## src/rtl/placement_pkg.sv

```systemverilog
// placement_pkg: shared types and defaults for the placement engine and its evaluator
package placement_pkg;
  localparam int DW_DEF = 32;
  localparam int GRID_N_DEF = 7;
  localparam int N_EDGE_DEF = 52;
  localparam int UNPLACED = -1;
  typedef enum logic [3:0] {IDLE, RD_E, W_E, RD_A, W_A, RD_B, W_B, CALC, ACC, DONE} state_t;
endpackage

```

## src/rtl/edge_cost.sv

```systemverilog
// edge_cost: per-edge Manhattan distance, 1-hop length and legality of both endpoints
module edge_cost import placement_pkg::*; #(
  parameter int DW = DW_DEF,
  parameter int GRID_N = GRID_N_DEF
)(
  input  logic signed [DW-1:0] xa,
  input  logic signed [DW-1:0] ya,
  input  logic signed [DW-1:0] xb,
  input  logic signed [DW-1:0] yb,
  output logic signed [DW-1:0] dx,
  output logic signed [DW-1:0] dy,
  output logic signed [DW-1:0] len,
  output logic signed [DW-1:0] len_1hop,
  output logic illegal
);
  logic signed [DW-1:0] vx, vy;
  function automatic logic bad(input logic signed [DW-1:0] c);
    return c == DW'(UNPLACED) || c >= DW'(GRID_N);
  endfunction
  always_comb begin
    vx = xa - xb;
    vy = ya - yb;
    dx = vx < 0 ? (~vx) + DW'(1) : vx;
    dy = vy < 0 ? (~vy) + DW'(1) : vy;
    len = dx + dy;
    len_1hop = (dx >> 1) + DW'(dx[0]) + (dy >> 1) + DW'(dy[0]) - DW'(1);
    illegal = bad(xa) || bad(ya) || bad(xb) || bad(yb) || len == '0;
  end
endmodule

```

## src/rtl/placement_eval.sv

```systemverilog
// placement_eval: walks edge/position memories and totals wirelength after placement.
// Define PLACEMENT_EVAL_HIST_EN to add an 8-bin edge-length histogram (hist_sel/hist_cnt).
module placement_eval import placement_pkg::*; #(
  parameter int N_EDGE = N_EDGE_DEF,
  parameter int GRID_N = GRID_N_DEF,
  parameter int EDGE_AW = 8,
  parameter int POS_AW = 7,
  parameter int DW = DW_DEF
)(
  input  logic clk,
  input  logic reset,
  input  logic start,
  output logic edge_re,
  output logic [EDGE_AW-1:0] edge_addr,
  input  logic signed [DW-1:0] edge_a,
  input  logic signed [DW-1:0] edge_b,
  output logic pos_re,
  output logic [POS_AW-1:0] pos_addr,
  input  logic signed [DW-1:0] pos_x,
  input  logic signed [DW-1:0] pos_y,
  output logic busy,
  output logic done,
  output logic err,
  output logic signed [DW-1:0] sum,
  output logic signed [DW-1:0] sum_1hop,
  output logic signed [DW-1:0] max_len,
  output logic [EDGE_AW-1:0] err_edge
`ifdef PLACEMENT_EVAL_HIST_EN
  ,
  input  logic [2:0] hist_sel,
  output logic [DW-1:0] hist_cnt
`endif
);
  state_t state, state_nx;
  logic [EDGE_AW-1:0] idx;
  logic [POS_AW-1:0] b_r;
  logic signed [DW-1:0] xa_r, ya_r, len_r, len1_r;
  logic signed [DW-1:0] dx, dy, len, len_1hop;
  logic illegal;
  logic unused;
  assign unused = ^{edge_a[DW-1:POS_AW], edge_b[DW-1:POS_AW], dx, dy};
  edge_cost #(.DW(DW), .GRID_N(GRID_N)) u_cost (
    .xa(xa_r), .ya(ya_r), .xb(pos_x), .yb(pos_y),
    .dx(dx), .dy(dy), .len(len), .len_1hop(len_1hop), .illegal(illegal)
  );
  assign busy = state != IDLE;
  assign done = state == DONE;
  always_comb begin
    state_nx = state;
    case (state)
      IDLE: state_nx = start ? RD_E : IDLE;
      RD_E: state_nx = W_E;
      W_E:  state_nx = RD_A;
      RD_A: state_nx = W_A;
      W_A:  state_nx = RD_B;
      RD_B: state_nx = W_B;
      W_B:  state_nx = CALC;
      CALC: state_nx = illegal ? DONE : ACC;
      ACC:  state_nx = idx == EDGE_AW'(N_EDGE - 1) ? DONE : RD_E;
      DONE: state_nx = IDLE;
      default: state_nx = IDLE;
    endcase
  end
  // Read strobes and addresses are registered so they are valid for exactly the RD_* cycle.
  always_ff @(posedge clk) begin
    if (reset) begin
      state <= IDLE;
      edge_re <= 1'b0;
      pos_re <= 1'b0;
      edge_addr <= '0;
      pos_addr <= '0;
      idx <= '0;
      b_r <= '0;
      xa_r <= '0;
      ya_r <= '0;
      len_r <= '0;
      len1_r <= '0;
      err <= 1'b0;
      err_edge <= '0;
      sum <= '0;
      sum_1hop <= '0;
      max_len <= '0;
    end else begin
      state <= state_nx;
      edge_re <= state_nx == RD_E;
      pos_re <= state_nx == RD_A || state_nx == RD_B;
      if (state_nx == RD_E) edge_addr <= state == IDLE ? '0 : idx + EDGE_AW'(1);
      if (state_nx == RD_A) pos_addr <= edge_a[POS_AW-1:0];
      if (state_nx == RD_B) pos_addr <= b_r;
      if (state == IDLE && start) begin
        idx <= '0;
        err <= 1'b0;
        err_edge <= '0;
        sum <= '0;
        sum_1hop <= '0;
        max_len <= '0;
      end
      if (state == RD_A) b_r <= edge_b[POS_AW-1:0];
      if (state == RD_B) begin
        xa_r <= pos_x;
        ya_r <= pos_y;
      end
      if (state == CALC) begin
        len_r <= len;
        len1_r <= len_1hop;
        if (illegal) begin
          err <= 1'b1;
          err_edge <= idx;
        end
      end
      if (state == ACC) begin
        sum <= sum + len_r - DW'(1);
        sum_1hop <= sum_1hop + len1_r;
        max_len <= len_r > max_len ? len_r : max_len;
        idx <= idx + EDGE_AW'(1);
      end
    end
  end
`ifdef PLACEMENT_EVAL_HIST_EN
  logic [DW-1:0] hist [8];
  logic [2:0] bin;
  assign bin = len_r > DW'(7) ? 3'd7 : len_r[2:0];
  assign hist_cnt = hist[hist_sel];
  always_ff @(posedge clk) begin
    if (reset || (state == IDLE && start)) begin
      for (int i = 0; i < 8; i++) hist[i] <= '0;
    end else if (state == ACC) begin
      hist[bin] <= hist[bin] + DW'(1);
    end
  end
`endif
endmodule

```

## config.mk

```make
export PLATFORM = sky130hd
export DESIGN_NAME = placement_eval
export DESIGN_NICKNAME = d
export VERILOG_FILES = /design/src/rtl/placement_pkg.sv /design/src/rtl/edge_cost.sv /design/src/rtl/placement_eval.sv
export SDC_FILE = /design/constraint.sdc
export NUM_CORES = 1
export LEC_CHECK = 0
export CORE_MARGIN = 3
export CORE_UTILIZATION = 30
export CTS_CLUSTER_SIZE = 40
export DETAILED_ROUTE_END_ITERATION = 8
export GPL_ROUTABILITY_DRIVEN = 0
export PLACE_DENSITY = 0.59
export SETUP_SLACK_MARGIN = 0.02
export SYNTH_ARGS = -nofsm -noshare
export SYNTH_HDL_FRONTEND = slang
export SYNTH_SLANG_ARGS = --single-unit
export TNS_END_PERCENT = 20
```

## constraint.sdc

```tcl
create_clock -name clk -period 7.75 [get_ports clk]
set_clock_uncertainty 0.05 [all_clocks]
set_input_delay 1.9375 -clock clk [delete_from_list [all_inputs] [get_ports clk]]
set_output_delay 1.9375 -clock clk [all_outputs]
set_load 0.01 [all_outputs]
```

==> results_dict.tcl <==
set metrics [dict create \
    post-dp-hpwl_mm 62.2 \
    wire_per_inst_um 15.1 \
    total_leakage_power_nw 15.1 \
    p_per_area_nw_per_um2 169 \
    top_layer "met4" \
    synthArstFlopShare_pct 0 \
    drt-vias-per-instance 4.86 \
    final_nets 4519 \
    layout_setup_ws_ns 0.00741 \
    cts-buffers-inserted 36 \
    start_util_pct 30.5 \
    timing.fmax_ghz 0.129 \
    synth_area_leaders "dfxtp_1, ha_1, nand2_1, a21oi_1, xnor2_1" \
    synth.most_common_cell "nand2_1" \
    area_growth_pct 43.5 \
    root_buffer "clkbuf_16" \
    syn_nets 3699 \
    endpoint_kind "flip-flop" \
    die_h_um 291 \
    dieArea_um2 84500 \
    rr_startpoint "xa_r[6]" \
    clk_pin_slew_ns 0.05 \
    multi_input_area_um2 18300 \
    wl_met2_mm 36.3 \
    relSlewSlack_pct 32.2 \
    drt_wl_total_mm 78.0 \
    cp_data_arrival_time_ns 8.12 \
    syn_inst 3280 \
    switching_power_w 0.00193 \
    grt_pass1_wl_mm 124 \
    period_share_pct 99.9 \
    setup_viol 0 \
    grt_pass1_vias 24022 \
    synth_seq_cells 269 \
    cp_max_fo 8 \
    drv_cap 0 \
    critPathRequiredTime_ns 8.13 \
    die_x_um 291 \
    ios 255 \
    tightest_slew_ns 1.02 \
    crit_start "pos_y[17]" \
    p_int_w 0.00397 \
    finalHoldWorstSlack_ns 0.402 \
    synth_edf_count 0 \
    core-area_um2 79600 \
    cts-htree-levels 2 \
    port-buffer-count 204 \
    p_comb_share_pct 43.4 \
    ir_worst_vdd_v 0.000159 \
    cp-start-kind "input port" \
    synth_common_cells "nand2_1, inv_1, a21oi_1" \
    swShare_pct 32.7 \
    nFillCells 8088 \
    wl_met3_mm 2.71 \
    synth_top_area_share_pct 22.2 \
    cts_tree "yes" \
    track_usage_pct 17.6 \
    ys_seq_area_share_pct 22.2 \
    drtIter0Drc 1348 \
    synthFlopType "dfxtp_1" \
    remaining_drc_errors 0 \
    clockBufferDepth 3 \
    diodes 0 \
    seqPwrFrac_pct 23.8 \
    ant_nets 0 \
    rows 103 \
    cts_sinks 269 \
    seq_area_um2 5390 \
    synth-warning-count 0 \
    final_layout_size_suffix_gt1_share_pct 23.7 \
    wl_met1_mm 36.8 \
    worstSetupPathType "input port to flip-flop" \
    grt_antenna_before_repair 1 \
    ys_types 95 \
    pre_cts_ws_ns -1.13 \
    fin_crit_ns 7.74 \
    status "completed" \
    vias 25166 \
    clockPowerShare_pct 32.8 \
    hold_class "flip-flop to flip-flop" \
    synth_area_um2 24300 \
    rsz0062_at_grt "true" \
    drt-pass1-iter-count 5 \
    avgSynthCellArea_um2 7.41 \
    drv_slew 0 \
    clkLatencyLatePin_ns 0.56 \
    hold_viol 0 \
    grt_max_degree 74 \
    min-delay-start "len1_r[26]" \
    grt_overflow 0 \
    synth_top_area_cell "dfxtp_1" \
]
## cell usage in the layout, fill, tap and decap left out, types with 28 or more instances in the layout
cell type,netlist,final
o21ai_0,112,88
xnor2_1,165,163
inv_1,333,323
buf_4,1,691
a21oi_2,3,28
xor2_1,105,101
nand3_1,65,64
a21oi_1,311,279
o21a_1,31,31
nor2_1,231,211
clkbuf_16,0,36
dfxtp_1,269,269
nor4_1,43,37
clkdlybuf4s50_1,0,179
nor3_1,81,73
nand2_1,447,443
a21o_1,86,86
mux2i_1,57,57
o21ai_1,13,28
ha_1,281,262
a22oi_1,36,36
nand4_1,62,62
nand2b_1,38,36
## what timing repair did
item / 4_1_cts / 5_1_grt
endpoints found under the setup margin: 25 / 26
pin swaps: 44 / 65
setup buffers: 25 / 12
gates resized for setup: 109 / 125
hold buffers: 0 / 0
## power by group through the flow
stage | clock network [W] | logic [W] | registers [W]
6_report | 0.00193 | 0.00256 | 0.00140
4_1_cts | 0.00197 | 0.00243 | 0.00140
3_5_place_dp | 0 | 0.00235 | 0.00143
5_1_grt | 0.00202 | 0.00280 | 0.00140
3_3_place_gp | 0 | 0.00234 | 0.00143
2_1_floorplan | 0 | 0.00122 | 0.00143
## per-layer routing
metal,GRT usage [%],vias up
li1,-,13128
met1,23.5,11499
met2,30.0,431
met3,1.92,108
met4,4.84,0
met5,0,-
## logic make-up after synthesis
kind of cell | after synthesis | synth area share [%]
DFF | 269 | 22.2
adders and majority gates | 288 | 15.0
buffers and inverters | 451 | 7.04
and+or+nand+nor | 1108 | 21.4
xor gates and xnor gates | 272 | 9.86
AOI/OAI and AO/OA | 832 | 22.1
muxes | 60 | 2.49
## cell type report
cell class / instances / share of cell area [%]
multi-input cells: 2560 / 52.4
repair buffers: 900 / 20.9
flip-flops and latches: 269 / 15.4
well taps: 1050 / 3.77
inverters: 333 / 3.58
clock buffers: 46 / 2.80
clock inverters: 20 / 1.14
## registers in the layout (all words and copies together), names as in the netlist, 8 cells and up
register,flops
sum_1hop,32
err_edge,8
ya_r,32
edge_addr,8
max_len,32
xa_r,32
len1_r,32
idx,8
len_r,32
sum,32
## per-stage QoR
stage	std cells	setup TNS, ns	cell area, um2	total power [W]	utilization [%]
detailed placement	5076	-28.86	32400	0.00378	40.6
finish	5178	0	34900	0.00590	43.8
global placement	5076	-26.48	32400	0.00377	40.6
floorplan	3280	0	24400	0.00265	-
global route	5178	-2.93	34900	0.00623	43.8
CTS	5166	0	34300	0.00581	43.1
## critical path, cell delays in order
cell	delay (ns)
clkdlybuf4s50_1	0.53
inv_1	0.07
ha_1	0.34
a21oi_2	0.18
o21a_1	0.18
a21oi_2	0.08
a2111oi_4	0.34
o21bai_2	0.14
a31oi_4	0.24
o31ai_4	0.08
buf_12	0.14
xor2_4	0.18
buf_12	0.14
nor2_4	0.11
xor2_1	0.18
ha_1	0.30
a21oi_2	0.22
o21ai_1	0.11
a211oi_2	0.29
a21oi_2	0.08
or4_1	0.48
or4_4	0.53
nor3_2	0.16
buf_4	0.14
nand4_1	0.17
nor4_4	0.33
and2b_2	0.29
o21ai_1	0.09
## path summary, 6_finish.rpt
kind | cells after the start | slack [ns] | end
worst max register to register | 26 | 1.32 | err_edge[3]
worst max-delay path | 28 | 0.007 | err_edge[3]
worst min register to register | 2 | 0.40 | len1_r[26]
worst min-delay path | 2 | 0.40 | len1_r[26]
Note: power is estimated with default switching activity, not from simulation.
